[src/rtl/pc_seq_pkg.sv]
// Shared state encoding and default configuration for the program-counter sequencer.
package pc_seq_pkg;

    typedef enum logic [1:0] {
        S_IDLE,
        S_RUN,
        S_DONE,
        S_FAULT
    } state_t;

    localparam int unsigned PC_W_DEF        = 10;
    localparam int unsigned IDX_W_DEF       = 8;
    localparam int unsigned NUM_TARGETS_DEF = 23;
    localparam int unsigned START_ADDR_DEF  = 0;
    localparam int unsigned CNT_W_DEF       = 16;

endpackage

[src/rtl/pc_sequencer.sv]
// Program-counter sequencer: steps the PC, redirects it through the external branch-target LUT,
// and reports Done/Fault. Optional link register for Call/Ret is enabled by PC_SEQUENCER_LINK_EN.
module pc_sequencer
    import pc_seq_pkg::*;
#(
    parameter int unsigned PC_W        = PC_W_DEF,
    parameter int unsigned IDX_W       = IDX_W_DEF,
    parameter int unsigned NUM_TARGETS = NUM_TARGETS_DEF,
    parameter int unsigned START_ADDR  = START_ADDR_DEF,
    parameter int unsigned CNT_W       = CNT_W_DEF
) (
    input  logic             Clk,
    input  logic             Reset,
    input  logic             Start,
    input  logic             Halt,
    input  logic             BranchEn,
    input  logic             Taken,
    input  logic [IDX_W-1:0] BranchIdx,
    input  logic             Call,
    input  logic             Ret,
    output logic [IDX_W-1:0] LutAddr,
    input  logic [PC_W-1:0]  LutTarget,
    output logic [PC_W-1:0]  ProgCtr,
    output logic             Running,
    output logic             Done,
    output logic             Fault,
    output logic [CNT_W-1:0] CycleCnt
);

    state_t           state_q, state_d;
    logic [PC_W-1:0]  pc_q, pc_d, pc_inc;
    logic [CNT_W-1:0] cnt_q, cnt_d, cnt_sat;
    logic             take, idx_ok;

    assign LutAddr  = BranchIdx;
    assign ProgCtr  = pc_q;
    assign CycleCnt = cnt_q;

    assign pc_inc  = pc_q + PC_W'(1);
    assign cnt_sat = (cnt_q == '1) ? cnt_q : cnt_q + CNT_W'(1);
    assign take    = BranchEn & Taken;
    assign idx_ok  = (32'(BranchIdx) < NUM_TARGETS);

`ifdef PC_SEQUENCER_LINK_EN
    logic [PC_W-1:0] link_q, link_d;

    always_ff @(posedge Clk) begin
        if (Reset) begin
            link_q <= '0;
        end else begin
            link_q <= link_d;
        end
    end
`else
    logic unused_link;
    assign unused_link = ^{Call, Ret};
`endif

    always_ff @(posedge Clk) begin
        if (Reset) begin
            state_q <= S_IDLE;
            pc_q    <= PC_W'(START_ADDR);
            cnt_q   <= '0;
        end else begin
            state_q <= state_d;
            pc_q    <= pc_d;
            cnt_q   <= cnt_d;
        end
    end

    // RUN priority: Halt > Ret > taken branch (fault or jump) > step.
    always_comb begin
        state_d = state_q;
        pc_d    = pc_q;
        cnt_d   = cnt_q;
`ifdef PC_SEQUENCER_LINK_EN
        link_d  = link_q;
`endif
        unique case (state_q)
            S_RUN: begin
                cnt_d = cnt_sat;
                if (Halt) begin
                    state_d = S_DONE;
`ifdef PC_SEQUENCER_LINK_EN
                end else if (Ret) begin
                    pc_d = link_q;
`endif
                end else if (take && !idx_ok) begin
                    state_d = S_FAULT;
                end else if (take) begin
                    pc_d = LutTarget;
`ifdef PC_SEQUENCER_LINK_EN
                    if (Call) begin
                        link_d = pc_inc;
                    end
`endif
                end else begin
                    pc_d = pc_inc;
                end
            end
            default: begin
                if (Start) begin
                    state_d = S_RUN;
                    pc_d    = PC_W'(START_ADDR);
                    cnt_d   = '0;
                end
            end
        endcase
    end

    always_comb begin
        Running = (state_q == S_RUN);
        Done    = (state_q == S_DONE) || (state_q == S_FAULT);
        Fault   = (state_q == S_FAULT);
    end

endmodule
[config.mk]
export PLATFORM = sky130hd
export DESIGN_NAME = pc_sequencer
export DESIGN_NICKNAME = d
export VERILOG_FILES = /design/src/rtl/pc_seq_pkg.sv /design/src/rtl/pc_sequencer.sv
export SDC_FILE = /design/constraint.sdc
export NUM_CORES = 1
export LEC_CHECK = 0
export ABC_CLOCK_PERIOD_IN_PS = 2250
export BUFFER_PORTS_ARGS = -buffer_cell sky130_fd_sc_hd__buf_2
export CAP_MARGIN = 25
export CORE_AREA = 2 2 63 65
export CTS_CLUSTER_SIZE = 14
export DETAILED_ROUTE_END_ITERATION = 7
export DIE_AREA = 0 0 65 67
export PLACE_DENSITY = 0.82
export REMOVE_ABC_BUFFERS = 1
export SYNTH_ARGS = -nofsm -noshare
export SYNTH_HDL_FRONTEND = slang
export SYNTH_SLANG_ARGS = --single-unit
export TNS_END_PERCENT = 100
[constraint.sdc]
create_clock -name Clk -period 2.25 [get_ports Clk]
set_clock_uncertainty 0.15 [all_clocks]
set_input_delay 0.675 -clock Clk [delete_from_list [all_inputs] [get_ports Clk]]
set_output_delay 0.675 -clock Clk [all_outputs]
set_load 0.005 [all_outputs]
* After elaboration in Yosys (flattened, before gate mapping)
Index checks and enable logic that the tools add are counted.
** Storage, ports and cells
- Flip-flop bits (word level) :: 28
- Bits of input ports :: 26
- Output and inout port bits :: 37
- Word-level logic and storage cells :: 34
** Cells by class
- Add/sub/neg operators :: 2
- Order comparisons :: 1
- Equal/unequal tests :: 8
- Multiplexer cells :: 12
- Bitwise gates (word level) :: 1
- Reduce and logical (&&, ||, !) cells :: 7
** Operators with widths (number)
- 10-bit two-way mux :: 5
- 16-bit two-way mux :: 3
- 16-bit by 1-bit adder with 16-bit output, second input constant :: 1
- 16-bit == test, second input constant :: 1
- 10-bit by 1-bit adder with 10-bit output, second input constant :: 1
- 8-bit by 5-bit < comparator with 1-bit output, second input constant :: 1
- 2-bit two-way mux :: 4
- 2-bit inequality test, second input constant :: 3
- 2-bit == test, second input constant :: 2
- 2-bit AND reduction :: 2
- 3-bit by 2-bit inequality test with 1-bit output, second input constant :: 1
- 3-bit AND reduction :: 1
- 2-bit by 1-bit == test with 1-bit output, second input constant :: 1
- 2-bit nonzero test :: 1
- 1-bit bitwise AND :: 1
- 1-bit logical AND :: 1
- 1-bit zero test :: 1
- 1-bit logical OR :: 1

* Depth between registers and ports, before layout
Gate-level depths: netlist (run 1).
- Depth in word-level cells :: 6
- Gate-level depth with buffers :: 6
- Mapped depth without buffers :: 5

* Least setup slack after synthesis (run 1)
No wires, ideal clock.
- Kind :: input to register
- From :: input port Start
- To :: register cnt_q[14] (netlist: CycleCnt[14])
- Setup time :: 70 ps
- Data arrival time :: 1886 ps
- Data required time :: 2030 ps
- Path slack :: 143 ps
- Cell stages on the path :: 5
- Buffers on the path :: 1
- Cell sequence :: buf_2 -> inv_1 -> a2111o_1 -> or4_1 -> a21oi_1
** Between the ends
- Word-level cells in the longest chain between the ends :: 2
** RTL lines
- start, declared :: line pc_sequencer.sv:14 : input logic Start,
- 2-bit nonzero test (no source line)
- 2-bit AND reduction (no source line)
- end signal, assigned :: line pc_sequencer.sv:67 : cnt_q <= cnt_d;
- end, declared :: line pc_sequencer.sv:32 : logic [CNT_W-1:0] cnt_q, cnt_d, cnt_sat;
Every way passes these cells.
A chain may end at the register's enable or synchronous reset.

* Worst setup path in the final report (run 1)
- From :: register state_q[1]
- To :: output port Running
** Between the ends
- Word-level cells in the longest chain between the ends :: 1
** RTL lines
- start, declared :: line pc_sequencer.sv:30 : state_t state_q, state_d;
- start signal, assigned :: line pc_sequencer.sv:65 : state_q <= state_d;
- 2-bit by 1-bit == test with 1-bit output :: line pc_sequencer.sv:112 : Running = (state_q == S_RUN);
- end, declared :: line pc_sequencer.sv:24 : output logic Running,
Every way passes these cells.

==> results of run 1 <==
[path summary, 6_finish.rpt]
check	from	to	slack, ns	cells past startpoint
setup reg to reg	CycleCnt[0]	CycleCnt[14]	0.16	5
hold / removal	CycleCnt[1]	CycleCnt[1]	0.37	2
setup / recovery	state_q[1]	Running	0.11	4
hold reg to reg	CycleCnt[1]	CycleCnt[1]	0.37	2
[tightest hold or removal path, delay by kind of cell, from the launching register on]
| kind | cells | cell delay (ns) |
|---|---|---|
| flops | 1 | 0.34 |
| compound gates | 1 | 0.08 |
| buf+inv | 1 | 0.06 |
[final cells by class]
cell class | count | area (sq um) | share of cell area [%]
inverter | 11 | 41.3 | 1.87
clock buffer | 3 | 41.3 | 1.87
multi-input combinational | 158 | 1050 | 47.4
tap | 48 | 60.1 | 2.72
sequential | 28 | 561 | 25.4
timing repair buffer | 81 | 458 | 20.7
[metal layers]
layer	vias to the layer above	routed length [um]
met5	-	0
met4	0	50
met3	5	324
met2	73	2260
met1	900	2090
li1	982	-
[cells by family after synthesis]
group,after synthesis
AO/OA/AOI/OAI,80
XOR/XNOR,1
adder cells (fa/ha/maj),2
buffers and inverters,27
flip-flops,28
multiplexers,2
AND/OR/NAND/NOR,73
[sequential cells by signal (all words and copies together) (netlist names)]
| signal | flops |
|---|---|
| ProgCtr | 10 |
| state_q | 2 |
| CycleCnt | 16 |
[per-stage QoR]
step / setup WS [ns] / utilization (%) / power [mW] / setup TNS (ns) / hold WS (ns)
6_report: 0.108 / 61.2 / 0.968 / 0 / 0.369
5_1_grt: 0.0279 / 61.2 / 1.02 / 0 / 0.396
4_1_cts: 0.0351 / 61.2 / 0.975 / 0 / 0.370
3_5_place_dp: -0.0644 / 60.0 / 0.702 / -0.188 / 0.353
3_3_place_gp: -0.0411 / 60.0 / 0.699 / -0.0696 / 0.340
2_1_floorplan: 0.0156 / - / 0.599 / 0 / 0.339
[synth_stat cells (2+ instances only)]
library cell and instances:
and3_1 3, buf_2 2, nor3_1 4, and2_1 2, a31oi_1 3, o41ai_1 2
o311ai_0 3, nor4_1 7, o32ai_1 2, or3_1 3, or4_1 6, a211oi_1 5
a221oi_1 2, dfxtp_1 28, a21oi_1 17, o211ai_1 6, buf_4 8, ha_1 2
o31a_1 2, clkbuf_1 6, a2111o_1 3, a211o_1 2, o31ai_1 7, nand3_1 9
nor4_2 2, o2111ai_1 2, and4_1 4, nand4_1 6, mux2i_1 2, nand2b_1 2
nand2_1 16, nor2_1 6, o21ai_0 12, inv_1 11
[what timing repair did]
action	4_1_cts	5_1_grt
endpoints found under the setup margin	0	1
gates resized for setup	0	1
hold endpoints to repair	0	0
[power by group through the flow]
stage	registers (mW)	clock network, mW	logic [mW]
6_report	0.517	0.275	0.176
5_1_grt	0.519	0.308	0.193
4_1_cts	0.516	0.284	0.175
3_5_place_dp	0.528	0	0.174
3_3_place_gp	0.528	0	0.171
2_1_floorplan	0.526	0	0.0725
==> results.yml, run 1 <==
clock_network:
  postCtsHoldBufs: 0
  htreeDepth: 1
  postCtsSetupBuffers: 0
  clockRootBuffer: "clkbuf_8"
  clkTransAtPathRegs_ns: 0.09
  cts_tree: "done"
  cts.sinks: 28
  numCtsBuffers: 3
  clk_path_buf_depth: 2
  clk_latency_ns: 0.28
place:
  place_congestion: 0.974
  dp.cells: 326
  dpl.hpwl_um: 3650
  place_area_sq_mm: 0.00216
  io_buffers: 60
logic_synthesis:
  synthCells: 213
  ys_warn_count: 0
  synth_compound_area_share_pct: 32.5
  synth_area_leader_cell: "dfxtp_1"
  yosysUniqueCellTypes: 50
  syn_area_sq_mm: 0.00174
  avgSynthCellArea_sq_um: 8.17
  ys_seq_elements: 28
  yosys.area_share.xor_xnor_pct: 0.504
  synth_adder_area_share_pct: 1.44
  synth_top_family_by_area: "compound AO/OA/AOI/OAI gates"
  synthMuxAreaShare_pct: 1.15
  synth_top_area_share_pct: 32.2
  synth-edff-count: 0
  async_flop_share_pct: 0
  synth.top_cells.by_area: "dfxtp_1 32%, a21oi_1 4.9%, o21ai_0 3.5%, buf_4 3.5%, nand2_1 3.5%"
  synthSimpleGateAreaFrac_pct: 24.5
  synth-main-ff-cell: "dfxtp_1"
  seq_area_frac_synth_pct: 32.2
pwr:
  p_sw_mw: 0.261
  p_sw_share_pct: 27.0
  pwr_density_cell_mw_per_mm2: 438
  p_clk_share_pct: 28.4
  comb_power_share_pct: 18.2
  p_int_mw: 0.706
  peakVddDrop_uv: 180
  leakagePower_nw: 0.886
  pwr-share-seq_pct: 53.4
critical_path:
  endpoint_kind: "primary output"
  path_delay_family: "buffers and inverters"
  arrival_ns: 1.32
  cp.required_ns: 1.42
  critical_path_class: "register to primary output"
  slowest_stage: "dfxtp_1"
  path_buf_inv: 3
  startpoint_type: "register"
  critPathMaxFanout: 13
  slowest_delay_ns: 0.35
  path_cells: "nand2b_2 -> inv_1 -> buf_4 -> buf_2"
timing:
  finalSetupViolations: 0
  min_period_over_period_pct: 95.2
  clock.fmax_mhz: 467
  fin_crit_ns: 2.14
  slew_viol_final: 0
  slew_headroom_pct: 54.8
  grt_setup_unrepaired: "no"
  worstMarginPinSlew_ns: 0.676
  hold_violations: 0
die:
  die_h_um: 67
  fp.dieW_um: 65
  start_util_pct: 48.2
  core_sq_mm: 0.00361
  num_io_pins: 63
  dieArea_sq_mm: 0.00436
  rows: 22
status:
  status: "completed"
final_layout:
  synthToLayoutAreaGrowth_pct: 27.0
  final_nets: 311
  fill_cells: 328
  n_antenna_cell: 0
  layout_commonest_cell: "buf_2"
  drive_gt1_share_pct: 32.0
  instances_no_fill: 329
  final_cell_mix: "60 x buf_2, 28 x dfxtp_1, 21 x buf_4"
  final_area_sq_mm: 0.00221
drt:
  postRouteAntennaNets: 0
  wl_per_cell_um: 14.4
  first_iter_violations: 189
  remaining_drc_errors: 0
  vias: 1960
  viasPerCell: 5.96
  first_pass_iters: 4
  finalWirelength_um: 4730
global_route:
  gr-usage-all-layers_pct: 21.8
  grt_antenna_before_repair: 0
  grt_pass1_vias: 1694
  gr-usage-met3_pct: 2.20
  grt_pass1_wl_um: 7600
  grtUsageMet2_pct: 38.3
  grt_overflow: 0
  busiest_layer: "met2"
  grt_use_met1_pct: 27.8
  grt_start_max_net_pins: 15
run:
  maxCapViolCount: 0
min_path:
  hp-class: "register to register"
No activity file was read; power rests on OpenSTA's default activity.
==> run 2: changes to the inputs <==
CELL_PAD_IN_SITES_DETAIL_PLACEMENT = 1   (was default)
CELL_PAD_IN_SITES_GLOBAL_PLACEMENT = 1   (was default)
CORE_AREA = 2 2 74 76   (was 2 2 63 65)
DIE_AREA = 0 0 76 78   (was 0 0 65 67)
==> run 2 against run 1 <==
Effect of this change:
- maximum frequency is 0.49% higher
- sequential power hardly changed
- setup slack better by 0.010 ns
- highest routed layer unchanged
==> results.yml, run 2 (same netlist as run 1, synthesis figures left out) <==
status:
  status: "completed"
timing:
  clock.fmax_mhz: 469
  fin_crit_ns: 2.13
  slew_headroom_pct: 55.8
  grt_setup_unrepaired: "no"
  tns_ns: 0
  min_period_over_period_pct: 94.7
  finalSetupViolations: 0
  hold_violations: 0
  slew_viol_final: 0
  worstMarginPinSlew_ns: 0.660
critical_path:
  path_delay_family: "buffers and inverters"
  path_buf_inv: 3
  critPathMaxFanout: 9
  path_cells: "nand2b_2 -> inv_2 -> buf_4 -> buf_2"
  arrival_ns: 1.31
  reg2reg_from: "CycleCnt[0]"
  critical_path_class: "register to primary output"
  slowest_stage: "dfxtp_1"
  crit_start: "state_q[1]"
  slowest_delay_ns: 0.36
  cp.required_ns: 1.42
  endpoint_kind: "primary output"
  startpoint_type: "register"
global_route:
  grt_antenna_before_repair: 0
  grt_pass1_wl_um: 9480
  grt_pass1_vias: 1981
  grt_overflow: 0
  grt_start_max_net_pins: 16
  gr-usage-all-layers_pct: 19.0
final_layout:
  fill_cells: 641
  final_nets: 309
  final_cell_mix: "60 x buf_2, 28 x dfxtp_1, 19 x buf_4"
  largest_reg_flops: 16
  final_core_util_pct: 44.3
  multi_input_area_sq_mm: 0.00105
  regArea_sq_um: 561
  synthToLayoutAreaGrowth_pct: 28.5
  n_antenna_cell: 0
  drive_gt1_share_pct: 32.1
  layout_commonest_cell: "buf_2"
  instances_no_fill: 350
pwr:
  peakVddDrop_uv: 189
  pwr-share-seq_pct: 50.9
  p_clk_share_pct: 31.7
  pwr_density_cell_mw_per_mm2: 455
  p_int_mw: 0.740
  p_sw_mw: 0.278
  comb_power_share_pct: 17.4
  p_sw_share_pct: 27.3
  leakagePower_nw: 0.879
die:
  start_util_pct: 34.5
  fp.dieW_um: 76
  core_sq_mm: 0.00504
  dieArea_sq_mm: 0.00593
  rows: 26
  num_io_pins: 63
  die_h_um: 78
place:
  io_buffers: 60
  dpl.hpwl_um: 4370
  dp.cells: 346
  place_congestion: 0.791
drt:
  first_iter_violations: 85
  finalWirelength_um: 5600
  first_pass_iters: 4
  postRouteAntennaNets: 0
  wl_per_cell_um: 16.0
  vias: 2020
  viasPerCell: 5.77
  remaining_drc_errors: 0
clock_network:
  htreeDepth: 1
  clkTransAtPathRegs_ns: 0.10
  clk_path_buf_depth: 2
  clockRootBuffer: "clkbuf_8"
  numCtsBuffers: 3
  postCtsSetupBuffers: 0
  cts_tree: "done"
  cts.sinks: 28
  clk_latency_ns: 0.28
min_path:
  hp-class: "register to register"
  hold_start: "CycleCnt[14]"
run:
  maxCapViolCount: 0
[run 2: cell count changes in the layout (fill, tap and decap cells not counted)]
cell      before  now
inv_2          0    1
inv_1         11   10
buf_4         21   19
clkbuf_8       3    4
[run 2: repair_timing]
action	4_1_cts	5_1_grt
gates resized for setup	1	1
gates cloned	0	0
hold buffers	0	0
endpoints found under the setup margin	1	1
[run 2: power groups by stage]
stage | registers [mW] | clock network [mW] | logic (mW)
after floorplan | 0.526 | 0 | 0.0725
after global placement | 0.528 | 0 | 0.170
after detailed placement | 0.529 | 0 | 0.176
after CTS | 0.518 | 0.337 | 0.178
after global routing | 0.520 | 0.360 | 0.197
final | 0.518 | 0.323 | 0.177
[run 2: metal layers]
metal	global-route usage, %	part of all wire [%]
met1	22.2	43
met2	35.7	50
met3	3.60	6.4
met4	4.36	0.66
met5	0	0
[run 2: layout make-up]
type	instances	area share, %
inverters	11	1.85
clock buffers	4	2.46
well taps	70	3.92
repair buffers	79	19.8
flip-flops and latches	28	25.1
multi-input cells	158	46.9
[run 2: worst reg2reg max path, stage by stage (launching register included)]
cell and delay [ns]:
dfxtp_1 0.40, ha_1 0.24, nand2_1 0.14, a2111o_1 0.47, or4_1 0.48, a21oi_1 0.14
[run 2: final timing paths]
kind / to / slack (ns) / depth (start not counted)
max reg2reg: CycleCnt[14] / 0.17 / 5
min: CycleCnt[14] / 0.37 / 2
min reg2reg: CycleCnt[14] / 0.37 / 2
max: Running / 0.12 / 4
[run 2: through the flow]
| step | total power [mW] | setup WS (ns) | instance area [sq um] | hold slack, ns |
|---|---|---|---|---|
| detailed placement | 0.705 | -0.0467 | 2180 | 0.354 |
| CTS | 1.03 | 0.0576 | 2230 | 0.374 |
| global route | 1.08 | 0.0269 | 2230 | 0.412 |
| floorplan | 0.599 | 0.0156 | 1650 | 0.339 |
| finish | 1.02 | 0.119 | 2230 | 0.371 |
| global placement | 0.699 | 0.0101 | 2180 | 0.347 |
